===== src/rtl/sample_address_sequencer_pkg.sv =====
// Shared types for the sample-memory address sequencer: sequencer state and
// start-mode encodings.
package sample_address_sequencer_pkg;

    typedef enum logic [1:0] {
        ST_IDLE   = 2'd0,
        ST_RECORD = 2'd1,
        ST_PLAY   = 2'd2
    } seq_state_t;

    localparam logic MODE_RECORD = 1'b0;
    localparam logic MODE_PLAY   = 1'b1;

endpackage


===== src/rtl/sample_address_sequencer.sv =====
// Sample-memory address generator for interleaved multi-channel recording
// and looped/one-shot playback, restartable by the sampling timer.
module sample_address_sequencer
    import sample_address_sequencer_pkg::*;
#(
    parameter int ADDR_WIDTH = 17,
    parameter int DEPTH      = 2 ** 17,
    parameter int CHANNELS   = 2,
    localparam int CH_W      = (CHANNELS > 1) ? $clog2(CHANNELS) : 1
) (
    input  logic                  clock_i,
    input  logic                  reset_i,
    input  logic                  start_i,
    input  logic                  mode_i,
    input  logic                  loop_i,
    input  logic                  stop_i,
    input  logic                  timer_done_i,
    input  logic                  deserializer_done_i,
    input  logic                  serializer_done_i,
    output logic [ADDR_WIDTH-1:0] memory_address_o,
    output logic                  write_enable_o,
    output logic [CH_W-1:0]       channel_o,
    output logic [ADDR_WIDTH:0]   record_length_o,
    output logic                  busy_o,
    output logic                  full_o,
    output logic                  wrapped_o,
    output logic                  done_o
);

    localparam logic [ADDR_WIDTH-1:0] LAST_ADDR  = ADDR_WIDTH'(DEPTH - 1);
    localparam logic [ADDR_WIDTH-1:0] ADDR_ONE   = ADDR_WIDTH'(1);
    localparam logic [ADDR_WIDTH:0]   FULL_LEN   = (ADDR_WIDTH + 1)'(DEPTH);
    localparam logic [ADDR_WIDTH:0]   LEN_ONE    = (ADDR_WIDTH + 1)'(1);
    // Clears the partial-frame bits when a recording is cut short.
    localparam logic [ADDR_WIDTH:0]   FRAME_MASK = ~((ADDR_WIDTH + 1)'(CHANNELS - 1));

    seq_state_t              r_state;
    logic [ADDR_WIDTH-1:0]   r_address;
    logic [ADDR_WIDTH:0]     r_record_length;
    logic                    r_full;
    logic                    r_wrapped;
    logic                    r_done;

    logic                    w_play_last;
    logic                    w_rec_last;

    assign w_play_last = (({1'b0, r_address} + LEN_ONE) == r_record_length);
    assign w_rec_last  = (r_address == LAST_ADDR);

    // Sequencer state, address, recorded length and event pulses.
    always_ff @(posedge clock_i or posedge reset_i) begin
        if (reset_i) begin
            r_state         <= ST_IDLE;
            r_address       <= '0;
            r_record_length <= '0;
            r_full          <= 1'b0;
            r_wrapped       <= 1'b0;
            r_done          <= 1'b0;
        end else begin
            r_wrapped <= 1'b0;
            r_done    <= 1'b0;
            case (r_state)
                ST_IDLE: begin
                    if (start_i) begin
                        r_address <= '0;
                        if (mode_i == MODE_RECORD) begin
                            r_state <= ST_RECORD;
                            r_full  <= 1'b0;
                        end else if (r_record_length == '0) begin
                            r_done <= 1'b1;
                        end else begin
                            r_state <= ST_PLAY;
                        end
                    end
                end
                ST_RECORD: begin
                    if (stop_i) begin
                        r_record_length <= {1'b0, r_address} & FRAME_MASK;
                        r_state         <= ST_IDLE;
                    end else if (timer_done_i) begin
                        r_address <= '0;
                    end else if (deserializer_done_i) begin
                        if (w_rec_last) begin
                            r_address       <= '0;
                            r_record_length <= FULL_LEN;
                            r_full          <= 1'b1;
                            r_done          <= 1'b1;
                            r_state         <= ST_IDLE;
                        end else begin
                            r_address <= r_address + ADDR_ONE;
                        end
                    end
                end
                ST_PLAY: begin
                    if (stop_i) begin
                        r_state <= ST_IDLE;
                    end else if (timer_done_i) begin
                        r_address <= '0;
                    end else if (serializer_done_i) begin
                        if (w_play_last) begin
                            r_address <= '0;
                            if (loop_i) begin
                                r_wrapped <= 1'b1;
                            end else begin
                                r_done  <= 1'b1;
                                r_state <= ST_IDLE;
                            end
                        end else begin
                            r_address <= r_address + ADDR_ONE;
                        end
                    end
                end
                default: begin
                    r_state   <= ST_IDLE;
                    r_address <= '0;
                end
            endcase
        end
    end

    assign memory_address_o = r_address;
    assign write_enable_o   = (r_state == ST_RECORD) && deserializer_done_i;
    assign record_length_o  = r_record_length;
    assign busy_o           = (r_state != ST_IDLE);
    assign full_o           = r_full;
    assign wrapped_o        = r_wrapped;
    assign done_o           = r_done;

    generate
        if (CHANNELS > 1) begin : g_channel
            assign channel_o = r_address[CH_W-1:0];
        end else begin : g_single_channel
            assign channel_o = 1'b0;
        end
    endgenerate

endmodule


===== config.mk =====
export PLATFORM = sky130hd
export DESIGN_NAME = sample_address_sequencer
export DESIGN_NICKNAME = d
export VERILOG_FILES = /design/src/rtl/sample_address_sequencer_pkg.sv /design/src/rtl/sample_address_sequencer.sv
export SDC_FILE = /design/constraint.sdc
export NUM_CORES = 1
export LEC_CHECK = 0
export ABC_CLOCK_PERIOD_IN_PS = 5200
export CAP_MARGIN = 20
export CORE_MARGIN = 1
export CORE_UTILIZATION = 50
export CTS_BUF_LIST = sky130_fd_sc_hd__clkbuf_16
export DETAILED_ROUTE_END_ITERATION = 6
export PLACE_DENSITY = 0.76
export RECOVER_POWER = 50
export SYNTH_ARGS = -nofsm -noshare
export SYNTH_HDL_FRONTEND = slang
export SYNTH_SLANG_ARGS = --single-unit
export TNS_END_PERCENT = 10

===== constraint.sdc =====
create_clock -name clock_i -period 5.2 [get_ports clock_i]
set_input_delay 1.04 -clock clock_i [delete_from_list [all_inputs] [get_ports clock_i]]
set_output_delay 1.04 -clock clock_i [all_outputs]
set_load 0.02 [all_outputs]

==> reports/metrics.cfg <==
[run_status]
status = finished with violations
violations = capacitance limit, slew limit

[timing]
final.setup.worst_slack_ns = 1.51
fmax_mhz = 271
tightest_slew_ns = 2.22
grt_setup_unrepaired = false
setup_viol = 0
hold_violations = 0
slew_headroom_pct = -47.9
period_needed_ns = 3.69
slew_viol_final = 40
holdWs_ns = 0.497
finalClockSkew_ns = 0.00762
setup_tns_ns = 0
finalCritPeriodShare_pct = 71.0

[logic_synthesis]
syn_avg_cell_area_um2 = 8.57
synth_area_um2 = 2900
synth.mux.area_fraction_pct = 1.82
syn_nets = 353
synth_ff_type = dfrtp_1
synth_edf_count = 0
synthXorXnorAreaFrac_pct = 4.84
synth-compound-area-share_pct = 22.3
yosys.area_share.simple_pct = 27.4
ys_types = 61
async_reset_ff_share_pct = 100
synth_seq_cells = 39
ys_warn_count = 0
synthAdderAreaFrac_pct = 2.59
synth-seq-area-share_pct = 33.7
syn-instance-count = 338
synth_top_family_by_area = simple AND/OR/NAND/NOR gates

[flow_run]
cap_violations = 1

[cts]
root_buffer = clkbuf_16
cts_tree = yes
cts.htree.levels = 2
clockBufferDepth = 2
post-cts-setup-buffers = 0
cts.sinks = 39
ctsHoldBuffers = 0
clock_latency_ns = 0.28
postCtsResizedCells = 0
clk_pin_slew_ns = 0.06
cts_made_buffers = 5

[drt]
drc = 0
drtIter0Drc = 263
viasPerCell = 6.20
routed.top_layer = met4
routedWlPerCell_um = 18.2
routed_wl_mm = 8.09
met2_wirelength_mm = 3.95
vias = 2758
wl_met3_um = 463
drt-met1-wl_mm = 3.52
dr.pass1.iters = 5
final_antenna_net_count = 0

[power]
seqPwrFrac_pct = 32.5
pwr_density_cell_nw_per_um2 = 295
p_int_uw = 636
combPwrFrac_pct = 38.9
p_sw_share_pct = 38.2
p_leak_uw = 0.00150
ir_drop_v = 0.000213
switchingPower_uw = 393
pwr-share-clk_pct = 28.6

[placement]
io_buffers = 48
place_area_um2 = 3350
hpwlAfterDp_mm = 5.97
place_congestion = 0.957
dp_cells = 437
pre_cts_slack_ns = 1.52

[grt]
grt_antenna_before_repair = 0
grt_pass1_wl_mm = 13.1
grt_start_max_net_pins = 40
grt-ovfl-total = 0
grt_use_total_pct = 27.6
grt_pass1_vias = 2616

[die]
dieArea_um2 = 6100
row_count = 27
ios = 50
initial_core_util_pct = 52.3
coreArea_um2 = 5540
dieWidth_um = 78.1
fp.dieH_um = 78.1

[layout]
finish.instance_area_um2 = 3490
areaGrowthSynthToFinish_pct = 20.4
final_layout_size_suffix_gt1_share_pct = 7.24
num_antenna_cells = 0
fin_cells = 445
nNetsFinal = 387

[hold_path]
min_path_cells = 1
hp-class = reg -> reg

[setup_path]
end_kind = flop
crit_arrival_ns = 3.83
required_ns = 5.34
worst-setup-path-type = reg -> reg
reg2reg_depth = 12
worst-path-max-fanout = 18
start_kind = flop

-- registers in the layout (all words and copies together) (netlist names) --
signal / cells
done_o: 1
full_o: 1
memory_address_o: 17
r_state: 2
record_length_o: 17
wrapped_o: 1
-- final cells by class --
class                   count  area [µm²]
repair buffers             49         484
clock buffers               5         125
clock inverters             3        15.0
inverters                  23        86.3
flip-flops and latches     39         976
well taps                  72        90.1
fillers                   487        2050
multi-input cells         254        1710
-- Yosys cell counts (all sizes together), types with 5 or more instances --
cell | count | share of area [%]
inv | 23 | 3.0
nor4 | 13 | 3.8
buf | 13 | 3.1
a21oi | 20 | 3.5
xor2 | 5 | 1.5
o21ai | 14 | 2.4
dfrtp | 39 | 34
nand2 | 33 | 4.4
nand3 | 13 | 2.7
nor3 | 10 | 1.9
xnor2 | 11 | 3.3
nor2 | 22 | 2.9
ha | 6 | 2.6
clkbuf | 9 | 1.2
o22ai | 11 | 2.4
nand4 | 13 | 4.0
a22o | 16 | 4.8
nor2b | 9 | 1.9
-- metal layers --
metal	global-route usage, %	vias up
met5	0	-
li1	-	1308
met2	45.9	123
met1	37.0	1314
met4	7.78	0
met3	4.77	13
-- stage by stage --
stage / utilization [%] / power [µW]
final: 62.9 / 1030
after global placement: 60.5 / 733
after floorplan: - / 637
after global routing: 62.9 / 1090
after detailed placement: 60.5 / 736
after CTS: 63.0 / 1030
-- cells by family after synthesis --
kind of cell / after synthesis
compound gates: 90
xor+xnor: 16
fa+ha+maj: 6
buf+inv: 45
flops: 39
mux: 5
other cells: 1
simple gates: 136
-- critical path: stages (launching register included) --
cell      delay (ns)
dfrtp_1         0.52
ha_1            0.35
and3_1          0.27
nand2_1         0.12
nor4_1          0.38
ha_1            0.32
xnor2_1         0.15
nand3_1         0.11
nor2_1          0.10
and4bb_2        0.25
nand4_4         0.28
a22oi_4         0.51
o311ai_0        0.17
-- layout by cell type (no fill, tap or decap), drive strengths merged, types with 2 or more instances in the layout --
master,count
nand3,13
a211oi,3
clkinv,3
nor4,13
nor3,10
nor2,22
o22ai,11
o32ai,2
o31a,2
nand2b,3
nor2b,9
xnor2,11
clkbuf,6
o21a,2
clkdlybuf4s50,28
a22oi,3
xor2,5
and3,3
and2,4
ha,6
a221oi,4
nor3b,2
a21oi,20
nand4,13
and4,2
mux2i,3
dfrtp,39
dlygate4sd3,20
or3,4
inv,23
o21ai,14
a22o,16
o211ai,4
nand2,33
mux2,2
-- path summary, 6_finish.rpt --
path	from	end	slack [ns]
worst max-delay path	memory_address_o[0]	memory_address_o[2]	1.51
worst min-delay path	full_o	full_o	0.50
worst max register to register	memory_address_o[0]	memory_address_o[2]	1.51
worst min register to register	full_o	full_o	0.50
max in group asynchronous	reset_i	memory_address_o[5]	1.92
min in group asynchronous	reset_i	full_o	2.01
-- power by group through the flow --
| stage | clock [µW] | combinational, µW | sequential, µW |
|---|---|---|---|
| 3_5_place_dp | 0 | 396 | 340 |
| 2_1_floorplan | 0 | 293 | 344 |
| 4_1_cts | 300 | 399 | 334 |
| 6_report | 294 | 400 | 334 |
| 3_3_place_gp | 0 | 396 | 338 |
| 5_1_grt | 314 | 438 | 336 |
Note: power is estimated with default switching activity, not from simulation.
